==> src/rtl/uart_hex_formatter.sv <==
// rtl/uart_hex_formatter.sv - formats a word as an ASCII hex message for a UART transmitter
// Each message is an optional "0x", the digits MSB nibble first, then an optional CR LF.
module uart_hex_formatter #(
   parameter int NIBBLES = 8,
   parameter bit PREFIX  = 1'b1,
   parameter bit NEWLINE = 1'b1
) (
   input  logic                 clk,
   input  logic                 rst_n,
   input  logic [4*NIBBLES-1:0] in_data,
   input  logic                 in_valid,
   output logic                 in_ready,
   output logic [7:0]           tx_data,
   output logic                 tx_data_valid,
   input  logic                 tx_data_ready,
   output logic                 busy
);

   localparam int              CW      = (NIBBLES > 1) ? $clog2(NIBBLES) : 1;
   localparam logic [CW-1:0]   CNT_TOP = CW'(NIBBLES - 1);
   localparam logic [CW-1:0]   CNT_ONE = CW'(1);

   typedef enum logic [2:0] {
      IDLE = 3'd0,
      PFX0 = 3'd1,
      PFX1 = 3'd2,
      HEX  = 3'd3,
      CR   = 3'd4,
      LF   = 3'd5
   } state_e;

   state_e               state_q, state_d;
   logic [4*NIBBLES-1:0] word_q, word_d;
   logic [CW-1:0]        cnt_q, cnt_d;
   logic [7:0]           tx_data_q, tx_data_d;
   logic                 tx_valid_q, tx_valid_d;
   logic                 out_hs;

   function automatic logic [7:0] hex_ascii(input logic [3:0] n);
      return (n < 4'd10) ? (8'h30 + {4'h0, n}) : (8'h37 + {4'h0, n});
   endfunction

   function automatic logic [3:0] nibble_at(input logic [4*NIBBLES-1:0] w,
                                            input logic [CW-1:0]        idx);
      logic [4*NIBBLES-1:0] shifted;
      shifted = w >> {idx, 2'b00};
      return shifted[3:0];
   endfunction

   assign out_hs = tx_valid_q && tx_data_ready;

   // state_q names the byte currently presented on tx_data, so every
   // transition loads the byte that the new state stands for.
   always_comb begin
      state_d    = state_q;
      word_d     = word_q;
      cnt_d      = cnt_q;
      tx_data_d  = tx_data_q;
      tx_valid_d = tx_valid_q;
      case (state_q)
         IDLE: begin
            tx_valid_d = 1'b0;
            if (in_valid) begin
               word_d     = in_data;
               cnt_d      = CNT_TOP;
               tx_valid_d = 1'b1;
               if (PREFIX) begin
                  state_d   = PFX0;
                  tx_data_d = 8'h30;
               end else begin
                  state_d   = HEX;
                  tx_data_d = hex_ascii(nibble_at(in_data, CNT_TOP));
               end
            end
         end
         PFX0: begin
            if (out_hs) begin
               state_d   = PFX1;
               tx_data_d = 8'h78;
            end
         end
         PFX1: begin
            if (out_hs) begin
               state_d   = HEX;
               tx_data_d = hex_ascii(nibble_at(word_q, cnt_q));
            end
         end
         HEX: begin
            if (out_hs) begin
               if (cnt_q != '0) begin
                  cnt_d     = cnt_q - CNT_ONE;
                  tx_data_d = hex_ascii(nibble_at(word_q, cnt_q - CNT_ONE));
               end else if (NEWLINE) begin
                  state_d   = CR;
                  tx_data_d = 8'h0D;
               end else begin
                  state_d    = IDLE;
                  tx_valid_d = 1'b0;
               end
            end
         end
         CR: begin
            if (out_hs) begin
               state_d   = LF;
               tx_data_d = 8'h0A;
            end
         end
         LF: begin
            if (out_hs) begin
               state_d    = IDLE;
               tx_valid_d = 1'b0;
            end
         end
         default: begin
            state_d    = IDLE;
            tx_valid_d = 1'b0;
         end
      endcase
   end

   always_ff @(posedge clk or negedge rst_n) begin
      if (!rst_n) begin
         state_q    <= IDLE;
         word_q     <= '0;
         cnt_q      <= '0;
         tx_data_q  <= 8'h00;
         tx_valid_q <= 1'b0;
      end else begin
         state_q    <= state_d;
         word_q     <= word_d;
         cnt_q      <= cnt_d;
         tx_data_q  <= tx_data_d;
         tx_valid_q <= tx_valid_d;
      end
   end

   assign in_ready      = (state_q == IDLE);
   assign busy          = (state_q != IDLE);
   assign tx_data       = tx_data_q;
   assign tx_data_valid = tx_valid_q;

endmodule

==> config.mk <==
export PLATFORM = sky130hd
export DESIGN_NAME = uart_hex_formatter
export DESIGN_NICKNAME = d
export VERILOG_FILES = /design/src/rtl/uart_hex_formatter.sv
export SDC_FILE = /design/constraint.sdc
export NUM_CORES = 1
export LEC_CHECK = 0
export ABC_AREA = 1
export CAP_MARGIN = 20
export CORE_MARGIN = 3
export CORE_UTILIZATION = 34
export CTS_BUF_LIST = sky130_fd_sc_hd__clkbuf_4
export DETAILED_ROUTE_END_ITERATION = 8
export HOLD_SLACK_MARGIN = 0.1
export PLACE_DENSITY = 0.58
export SLEW_MARGIN = 0
export SYNTH_ARGS = -nofsm -noshare
export SYNTH_HDL_FRONTEND = slang
export SYNTH_SLANG_ARGS = --single-unit
==> constraint.sdc <==
create_clock -name clk -period 2.7 [get_ports clk]
set_input_delay 0.54 -clock clk [delete_from_list [all_inputs] [get_ports clk]]
set_output_delay 0.54 -clock clk [all_outputs]
set_load 0.01 [all_outputs]
## Word level (Yosys, flattened, before mapping)

Cells that the tools add are included.

| operators by class | value |
|---|---|
| order comparisons | 2 |
| shifts and indexed selects | 2 |
| multiplexer cells | 24 |
| equal/unequal tests | 13 |
| bitwise logic cells | 1 |
| add/subtract/negate cells | 5 |
| reduce and logical (&&, ||, !) cells | 12 |

Operator list:

| cell | number |
|---|---|
| $shr 32x5->4 | 2 |
| $mux 8 | 5 |
| $pmux 8 s5 | 1 |
| $mux 3 | 10 |
| $add 6x4->7 const A | 4 |
| $mux 7 | 3 |
| $pmux 3 s6 | 1 |
| $ne 2x2->1 const B | 8 |
| $lt 4x4->1 const B | 2 |
| $reduce_and 7->1 | 1 |
| $eq 3x2->1 const B | 2 |
| $eq 3x3->1 const B | 2 |
| $pmux 3 s2 | 1 |
| $reduce_and 6->1 | 1 |
| $reduce_bool 3->1 | 2 |
| $reduce_bool 5->1 | 1 |
| $reduce_and 2->1 | 2 |
| $reduce_and 4->1 | 1 |
| $reduce_or 4->1 | 1 |
| $eq 3x1->1 const B | 1 |
| $logic_not 3->1 | 1 |
| $pmux 1 s3 | 1 |
| $sub 3x1->3 const B | 1 |
| $mux 1 | 2 |
| 3 further kinds | 3 |

| storage, ports and cells | value |
|---|---|
| output and inout port bits | 11 |
| word-level logic and storage cells | 64 |
| input bits | 36 |
| bits in registers | 47 |

## Logic depth before layout (Yosys ltp)

Gate-level depths: netlist of the first run.

| logic depth | value |
|---|---|
| depth after elaboration | 7 |
| gate-level depth with buffers | 18 |
| gate-level depth less buffers | 15 |

## Least setup slack after synthesis of the first run

No wires, ideal clock.

| path | value |
|---|---|
| kind | flip-flop to flip-flop |
| start point | register cnt_q[0] |
| end point | register tx_data_q[4] (netlist: tx_data[4]) |
| setup time | 117 ps |
| cell stages (with the launch flop) | 17 |
| path buffers | 3 |
| arrival time | 2105 ps |
| path slack | 478 ps |
| required time | 2583 ps |
| period minus slack after synthesis | 2222 ps |
| cell sequence | dfrtp_1 inv_2 buf_6 buf_6 ha_1 buf_2 inv_1 nand3_1 nand3_1 nand2_2 ha_1 inv_1 nor2_2 o21ai_1 nand3_1 o21ai_1 inv_1 |

| on the way | value |
|---|---|
| cells in the longest elaborated chain, start to end | 7 |
| elaborated cells on any way between the ends | 16 |
| classes of those cells | 5 x add/sub; 2 x order compare; 2 x shift; 6 x mux; 1 x reduce/logical |

Ends and longest elaborated chain:

| element | RTL line | text |
|---|---|---|
| from (decl) | 34 | `logic [CW-1:0] cnt_q, cnt_d;` |
| from (signal assigned) | 131 | `cnt_q <= cnt_d;` |
| $sub 3x1->3 | 92 | `tx_data_d = hex_ascii(nibble_at(word_q, cnt_q - CNT_ONE));` |
| $shr 32x5->4 | 46 | `shifted = w >> {idx, 2'b00};` |
| $add 6x4->7 or $lt 4x4->1 (tied branches) | 40 | `return (n < 4'd10) ? (8'h30 + {4'h0, n}) : (8'h37 + {4'h0, n});` |
| $mux 7 | 40 |  |
| $mux 7 | 90 | `if (cnt_q != '0) begin` |
| $mux 8 | 89 | `if (out_hs) begin` |
| $pmux 8 s5 (*) | 60 | `case (state_q)` |
| to (signal assigned) | 132 | `tx_data_q <= tx_data_d;` |
| to (decl) | 35 | `logic [7:0] tx_data_q, tx_data_d;` |

Every way passes the cells marked *; elsewhere a longest branch is shown, timed or not. The select of a mux whose other input is x is not followed.
A chain may end at the register's enable or synchronous reset.

## Final worst setup path of the first run

| path | value |
|---|---|
| start point | register cnt_q[1] |
| end point | register tx_data_q[2] (netlist: tx_data[2]) |

Same word-level chain as after synthesis.

==> results.cfg, run 1 <==
[cells_and_area]
final_nets = 491
drive_gt1_share_pct = 10.0
nFillCells = 874
area_growth_pct = 19.3
diodes = 0
ff_latch_area_um2 = 1150
multi_input_area_um2 = 1470

[synth]
synthDistinctLibCells = 33
synth_area_leaders = dfrtp_1, nand2_1, nand3_1
postSynth.asyncResetShare_pct = 100
synth_seq_cells = 46
syn_avg_cell_area_um2 = 7.11
synthesis.instances = 411
ys_seq_area_share_pct = 39.4
ys.warnings.count = 0
yosysTopAreaCell = dfrtp_1
synth-edff-count = 0
synthFlopType = dfrtp_1
synth_top_area_share_pct = 39.4
syn_nets = 451
syn-cell-area_um2 = 2920

[pwr]
leakage_nw = 1.64
internal-power_uw = 825
peakVddDrop_mv = 0.135
p_sw_share_pct = 22.6
combPwrFrac_pct = 6.4
power_density_nw_per_um2 = 305
clkPwrFrac_pct = 28.9
pwr-share-seq_pct = 64.7
switching_power_uw = 240

[routing]
via_per_inst = 4.75
wl_per_cell_um = 12.5
dr.pass1.iters = 4
drcViolationCount = 0
vias = 2638
drt-total-wl_um = 6960
drtIter0Drc = 157
ant_nets = 0

[clock_tree]
htreeDepth = 2
cts_setup_buffers = 0
ctsHoldBuffers = 0
clkLatencyLatePin_ns = 0.37
cts.sinks = 46
cts_buffers = 5
clkTransAtPathRegs_ns = 0.14
cts_tree = done
cts_buffer_depth = 2
post_cts_resized = 0
cts_root_buf = clkbuf_4

[critical_path]
cp-start-kind = flop
endpoint_kind = flop
cp_max_fo = 10
arrival_ns = 2.71
crit_type = flop to flop
required_ns = 3.02

[sta]
setup_viol = 0
setup_ws_ns = 0.311
max_slew_margin_pct = 63.1
hold_ws_ns = 0.121
min_period_ns = 2.39
hold_viol_final = 0
fin_tns_setup_ns = 0
fmax_mhz = 419
drv_slew = 0
fin_skew_ns = 0.0163
rsz0062_at_grt = false
period_share_pct = 88.5
tightest_slew_ns = 0.552

[die]
die_h_um = 98.7
fp.dieW_um = 98.7
initial_utilization_pct = 35.2
core_area_um2 = 8300
ios = 47
die-area_um2 = 9740
rows = 33

[placement]
port_buffers = 45
hpwl_um = 5250
dp_slack_ns = 0.364
place.gp.congestion = 0.858

[hold_path]
hold_class = input port to asynchronous set/reset pin

[run]
maxCapViolations = 0

[global_routing]
grt_usage_pct = 15.0
grt_max_degree = 47
first_global_vias = 2512
grt_pass1_wl_um = 11900
grt-ovfl-total = 0
antenna_found_initial = 0

[status]
outcome = complete, no violations
metal layers:
| metal | vias up | global-route usage (%) | part of all wire, % | routed length (um) |
|---|---|---|---|---|
| met1 | 1181 | 21.4 | 49 | 3440 |
| met5 | - | 0 | 0 | 0 |
| li1 | 1388 | - | - | - |
| met3 | 10 | 2.76 | 4.4 | 304 |
| met4 | 0 | 4.94 | 2.0 | 142 |
| met2 | 59 | 23.0 | 44 | 3080 |
sequential cells by signal, indices dropped and copies added, names as in the netlist:
name	count
tx_data	7
state_q	3
tx_data_valid	1
cnt_q	3
word_q	32
cells in the final DEF, fill, tap and decap left out, types with 3 or more instances in the layout:
master,Yosys,routed
nor2_1,37,37
clkbuf_4,0,5
nand3_1,53,53
nor2_4,4,4
clkdlybuf4s50_1,0,44
nand2_1,122,122
inv_2,11,11
o211ai_1,4,4
o21ai_0,3,3
o21ai_1,12,12
a21oi_1,31,31
mux2_2,3,3
dfrtp_1,46,46
inv_1,38,38
nand2_4,3,3
nand2_2,7,7
ha_1,4,4
buf_4,4,3
critical path, stage by stage (launching register included):
cell and delay (ns):
dfrtp_1 0.57, inv_2 0.18, ha_1 0.28, xnor2_2 0.28, nand3_1 0.15, nand2_2 0.11
ha_1 0.19, inv_1 0.06, nor2_2 0.14, nand3_1 0.08, nand2_1 0.07, nand2_1 0.05
nand2_1 0.06, nand2_1 0.05, nand2_1 0.06
area by class of cell:
cell class / count / share of cell area (%)
clock buffers: 5 / 1.08
clock inverters: 1 / 0.108
inverters: 50 / 5.38
multi-input cells: 298 / 42.1
flip-flops and latches: 46 / 33.0
well taps: 105 / 3.77
repair buffers: 50 / 14.6
final timing paths:
kind / from / end / slack, ns / cells past startpoint
max in group asynchronous: rst_n / word_q[15]$_DFFE_PN0P_ / 2.34 / 2
max: cnt_q[1]$_DFFE_PN0P_ / tx_data[2]$_DFFE_PN0P_ / 0.31 / 14
min reg2reg: tx_data[1]$_DFFE_PN0P_ / tx_data[1]$_DFFE_PN0P_ / 0.50 / 2
min: rst_n / state_q[0]$_DFFE_PN0P_ / 0.12 / 2
min in group clk: tx_data[1]$_DFFE_PN0P_ / tx_data[1]$_DFFE_PN0P_ / 0.50 / 2
max reg2reg: cnt_q[1]$_DFFE_PN0P_ / tx_data[2]$_DFFE_PN0P_ / 0.31 / 14
power groups by stage:
stage / Sequential, mW / Clock, mW / Combinational [mW]
after floorplan: 0.702 / 0 / 0.00238
after global placement: 0.702 / 0 / 0.0696
after detailed placement: 0.702 / 0 / 0.0695
after CTS: 0.689 / 0.329 / 0.0699
after global routing: 0.689 / 0.362 / 0.0747
final: 0.689 / 0.308 / 0.0677
per-stage QoR:
stage               cells  total power [mW]  area (um^2)  utilization, %
detailed placement    549             0.771         3450            41.5
global placement      549             0.772         3450            41.5
CTS                   555              1.09         3490            42.0
floorplan             411             0.705         2920               -
global route          555              1.13         3490            42.0
finish                555              1.06         3490            42.0
cells in the mapped netlist (2+ instances only):
library cell  number
nand3_1           53
nand2_2            7
and3_1             2
a21oi_1           31
clkbuf_1           3
inv_2             11
dfrtp_1           46
nor2_1            37
nor2_4             4
o21ai_1           12
mux2_2             3
buf_4              4
o211ai_1           4
a22oi_1            2
nand2_4            3
inv_1             38
nand2_1          122
buf_6              4
o21ai_0            3
ha_1               4
buf_2              6
cells by family after synthesis:
group / share of synthesized area, %
other: 0.128
flip-flops: 39.4
AND/OR/NAND/NOR: 35.4
adder cells (fa/ha/maj): 1.71
multiplexers: 1.54
buffers and inverters: 10.4
XOR/XNOR: 1.11
AO/OA/AOI/OAI: 10.3
Note: power is estimated with default switching activity, not from simulation.
==> inputs of run 2 (changes only) <==
--- a/config.mk
+++ b/config.mk
@@ -13,7 +13,7 @@
 export DETAILED_ROUTE_END_ITERATION = 8
 export HOLD_SLACK_MARGIN = 0.1
 export PLACE_DENSITY = 0.58
-export SLEW_MARGIN = 0
+export SLEW_MARGIN = 20
 export SYNTH_ARGS = -nofsm -noshare
 export SYNTH_HDL_FRONTEND = slang
 export SYNTH_SLANG_ARGS = --single-unit
==> results of run 2 <==
The final DEF is identical to that of run 1; final timing and power are the same.
==> inputs of run 3 (changes only) <==
--- a/config.mk
+++ b/config.mk
@@ -7,7 +7,7 @@
 export LEC_CHECK = 0
 export ABC_AREA = 1
 export CAP_MARGIN = 20
-export CORE_MARGIN = 3
+export CORE_MARGIN = 4
 export CORE_UTILIZATION = 34
 export CTS_BUF_LIST = sky130_fd_sc_hd__clkbuf_4
 export DETAILED_ROUTE_END_ITERATION = 8
==> run 3 against run 2 <==
- clock-buffer cell count is 2 higher
- global-route usage fell by 0.43 points
- core utilization grew 0.35 points
- cell count is 0.36% higher
- sequential share of layout area down 0.27 points
- first-iteration DRC count decreased by 14%
- non-clock buffer count did not move
- worst setup slack worse by 0.066 ns
- clock power grew 43%
- worst hold slack better by 0.12 ns
- critical endpoint unchanged
- highest routed layer unchanged
==> results.cfg, run 3 (synthesized netlist as in run 1, its figures left out) <==
[status]
outcome = complete, no violations

[sta]
setup_viol = 0
rsz0062_at_grt = false
fin_skew_ns = 0.0150
tightest_slew_ns = 0.583
min_period_ns = 2.46
max_slew_margin_pct = 61.1
fmax_mhz = 407
hold_viol_final = 0
drv_slew = 0
period_share_pct = 90.9
fin_tns_setup_ns = 0

[routing]
drt-total-wl_um = 7020
drtIter0Drc = 135
via_per_inst = 4.70
dr.pass1.iters = 4
drcViolationCount = 0
ant_nets = 0
wl_per_cell_um = 12.6
vias = 2617

[pwr]
peakVddDrop_mv = 0.208
internal-power_uw = 950
clkPwrFrac_pct = 36.8
combPwrFrac_pct = 5.4
leakage_nw = 1.66
power.total_mw = 1.19
pwr-share-seq_pct = 57.7
switching_power_uw = 244
p_sw_share_pct = 20.4
power_density_nw_per_um2 = 339

[clock_tree]
htreeDepth = 2
cts_buffer_depth = 2
clkLatencyLatePin_ns = 0.37
cts_tree = done
ctsHoldBuffers = 0
cts_buffers = 5
cts_setup_buffers = 0
cts.sinks = 46
cts_root_buf = clkbuf_4
clkTransAtPathRegs_ns = 0.14
post_cts_resized = 0

[global_routing]
antenna_found_initial = 0
busiest_layer = met2
grt_pass1_wl_um = 11900
grt_max_degree = 48
first_global_vias = 2476
grt-ovfl-total = 0
grt.met1_usage_pct = 21.4
met2_usage_pct = 22.3
grt_usage_pct = 14.6
use_met3_pct = 2.21

[critical_path]
path_delay_family = simple AND/OR/NAND/NOR gates
worst-r2r-setup-slack_ns = 0.24
cp_max_fo = 10
cp-start-kind = flop
endpoint_kind = flop
critical_path_buf_inv_count = 3
crit_type = flop to flop
reg2reg_from = cnt_q[1]$_DFFE_PN0P_
path_cells = inv_2 -> ha_1 -> inv_1 -> nand3_1 -> nand3_1 -> nand2_2 -> ha_1 -> inv_1 -> nor2_2 -> nand3_1 -> nand2_1 -> nand2_1 -> nand2_1 -> nand2_1 -> nand2_1
required_ns = 3.01
critical_path.slowest_cell = dfrtp_1
r2r_end = tx_data[2]$_DFFE_PN0P_
arrival_ns = 2.77
critPathMaxStageDelay_ns = 0.56
reg2reg_depth = 15
crit_top_cell = nand2_1

[cells_and_area]
final_util_pct = 42.4
stdcell_count = 557
multi_input_area_um2 = 1470
final_cell_mix = nand2_1, nand3_1, dfrtp_1, clkdlybuf4s50_1, inv_1
drive_gt1_share_pct = 10.6
diodes = 0
layout_commonest_cell = nand2_1
ff_latch_area_um2 = 1150
largest_reg_flops = 32
nFillCells = 882
final_nets = 491
area_growth_pct = 20.3
largest-register = word_q

[placement]
dp.cells = 549
hpwl_um = 5310
port_buffers = 45
place.gp.congestion = 0.864

[die]
ios = 47
fp.dieW_um = 101
rows = 33
core_area_um2 = 8300
die-area_um2 = 10100
die_h_um = 101
initial_utilization_pct = 35.2

[hold_path]
hold_class = input port to asynchronous set/reset pin

[run]
maxCapViolations = 0
## run 3: cell types whose count changed in the layout (fill, tap and decap cells not counted)
| cell | previous run | this run |
|---|---|---|
| buf_12 | 2 | 1 |
| bufinv_16 | 0 | 1 |
| clkbuf_4 | 5 | 7 |
| clkinv_1 | 2 | 1 |
| buf_4 | 3 | 4 |
## run 3: how the worst max path moves through the flow
stage | from | endpoint | slack [ns] | cells past startpoint
6_report | cnt_q[1]$_DFFE_PN0P_ | tx_data[2]$_DFFE_PN0P_ | 0.24 | 15
4_1_cts | cnt_q[1]$_DFFE_PN0P_ | tx_data[2]$_DFFE_PN0P_ | 0.25 | 15
5_1_grt | cnt_q[1]$_DFFE_PN0P_ | tx_data[2]$_DFFE_PN0P_ | 0.02 | 15
3_3_place_gp | cnt_q[1]$_DFFE_PN0P_ | tx_data[2]$_DFFE_PN0P_ | 0.32 | 15
3_5_place_dp | cnt_q[1]$_DFFE_PN0P_ | tx_data[2]$_DFFE_PN0P_ | 0.27 | 15
2_1_floorplan | cnt_q[0]$_DFFE_PN0P_ | tx_data[4]$_DFFE_PN0P_ | 0.48 | 16
## run 3: power by group through the flow
stage | Combinational, mW | Clock, mW | Sequential, mW
floorplan | 0.00238 | 0 | 0.702
global placement | 0.0666 | 0 | 0.702
detailed placement | 0.0665 | 0 | 0.702
CTS | 0.0669 | 0.458 | 0.689
global route | 0.0716 | 0.482 | 0.689
finish | 0.0648 | 0.440 | 0.689
## run 3: metal layers
layer,share of wire (%),wire length [um],up-vias
met3,4.5,313,8
li1,-,-,1381
met5,0,0,-
met2,44,3080,57
met4,1.2,87,0
met1,50,3540,1171
## run 3: area by class of cell
cell class,instances,share of cell area (%)
tap,105,3.74
inverter,50,5.34
multi-input combinational,298,41.7
sequential,46,32.7
clock inverter,1,0.854
clock buffer,7,1.49
timing repair buffer,50,14.1
## run 3: worst register-to-register path: stages (launching register included)
cell and delay (ns):
dfrtp_1 0.56, inv_2 0.17, ha_1 0.44, inv_1 0.18, nand3_1 0.12, nand3_1 0.08
nand2_2 0.12, ha_1 0.19, inv_1 0.05, nor2_2 0.13, nand3_1 0.08, nand2_1 0.07
nand2_1 0.04, nand2_1 0.06, nand2_1 0.05, nand2_1 0.06
## run 3: stage by stage
| step | hold slack (ns) | worst slack (ns) | cell area [um^2] |
|---|---|---|---|
| 2_1_floorplan | 0.244 | 0.478 | 2920 |
| 3_5_place_dp | 0.469 | 0.266 | 3430 |
| 4_1_cts | 0.265 | 0.245 | 3520 |
| 3_3_place_gp | 0.465 | 0.322 | 3430 |
| 5_1_grt | 0.299 | 0.0158 | 3520 |
| 6_report | 0.237 | 0.245 | 3520 |
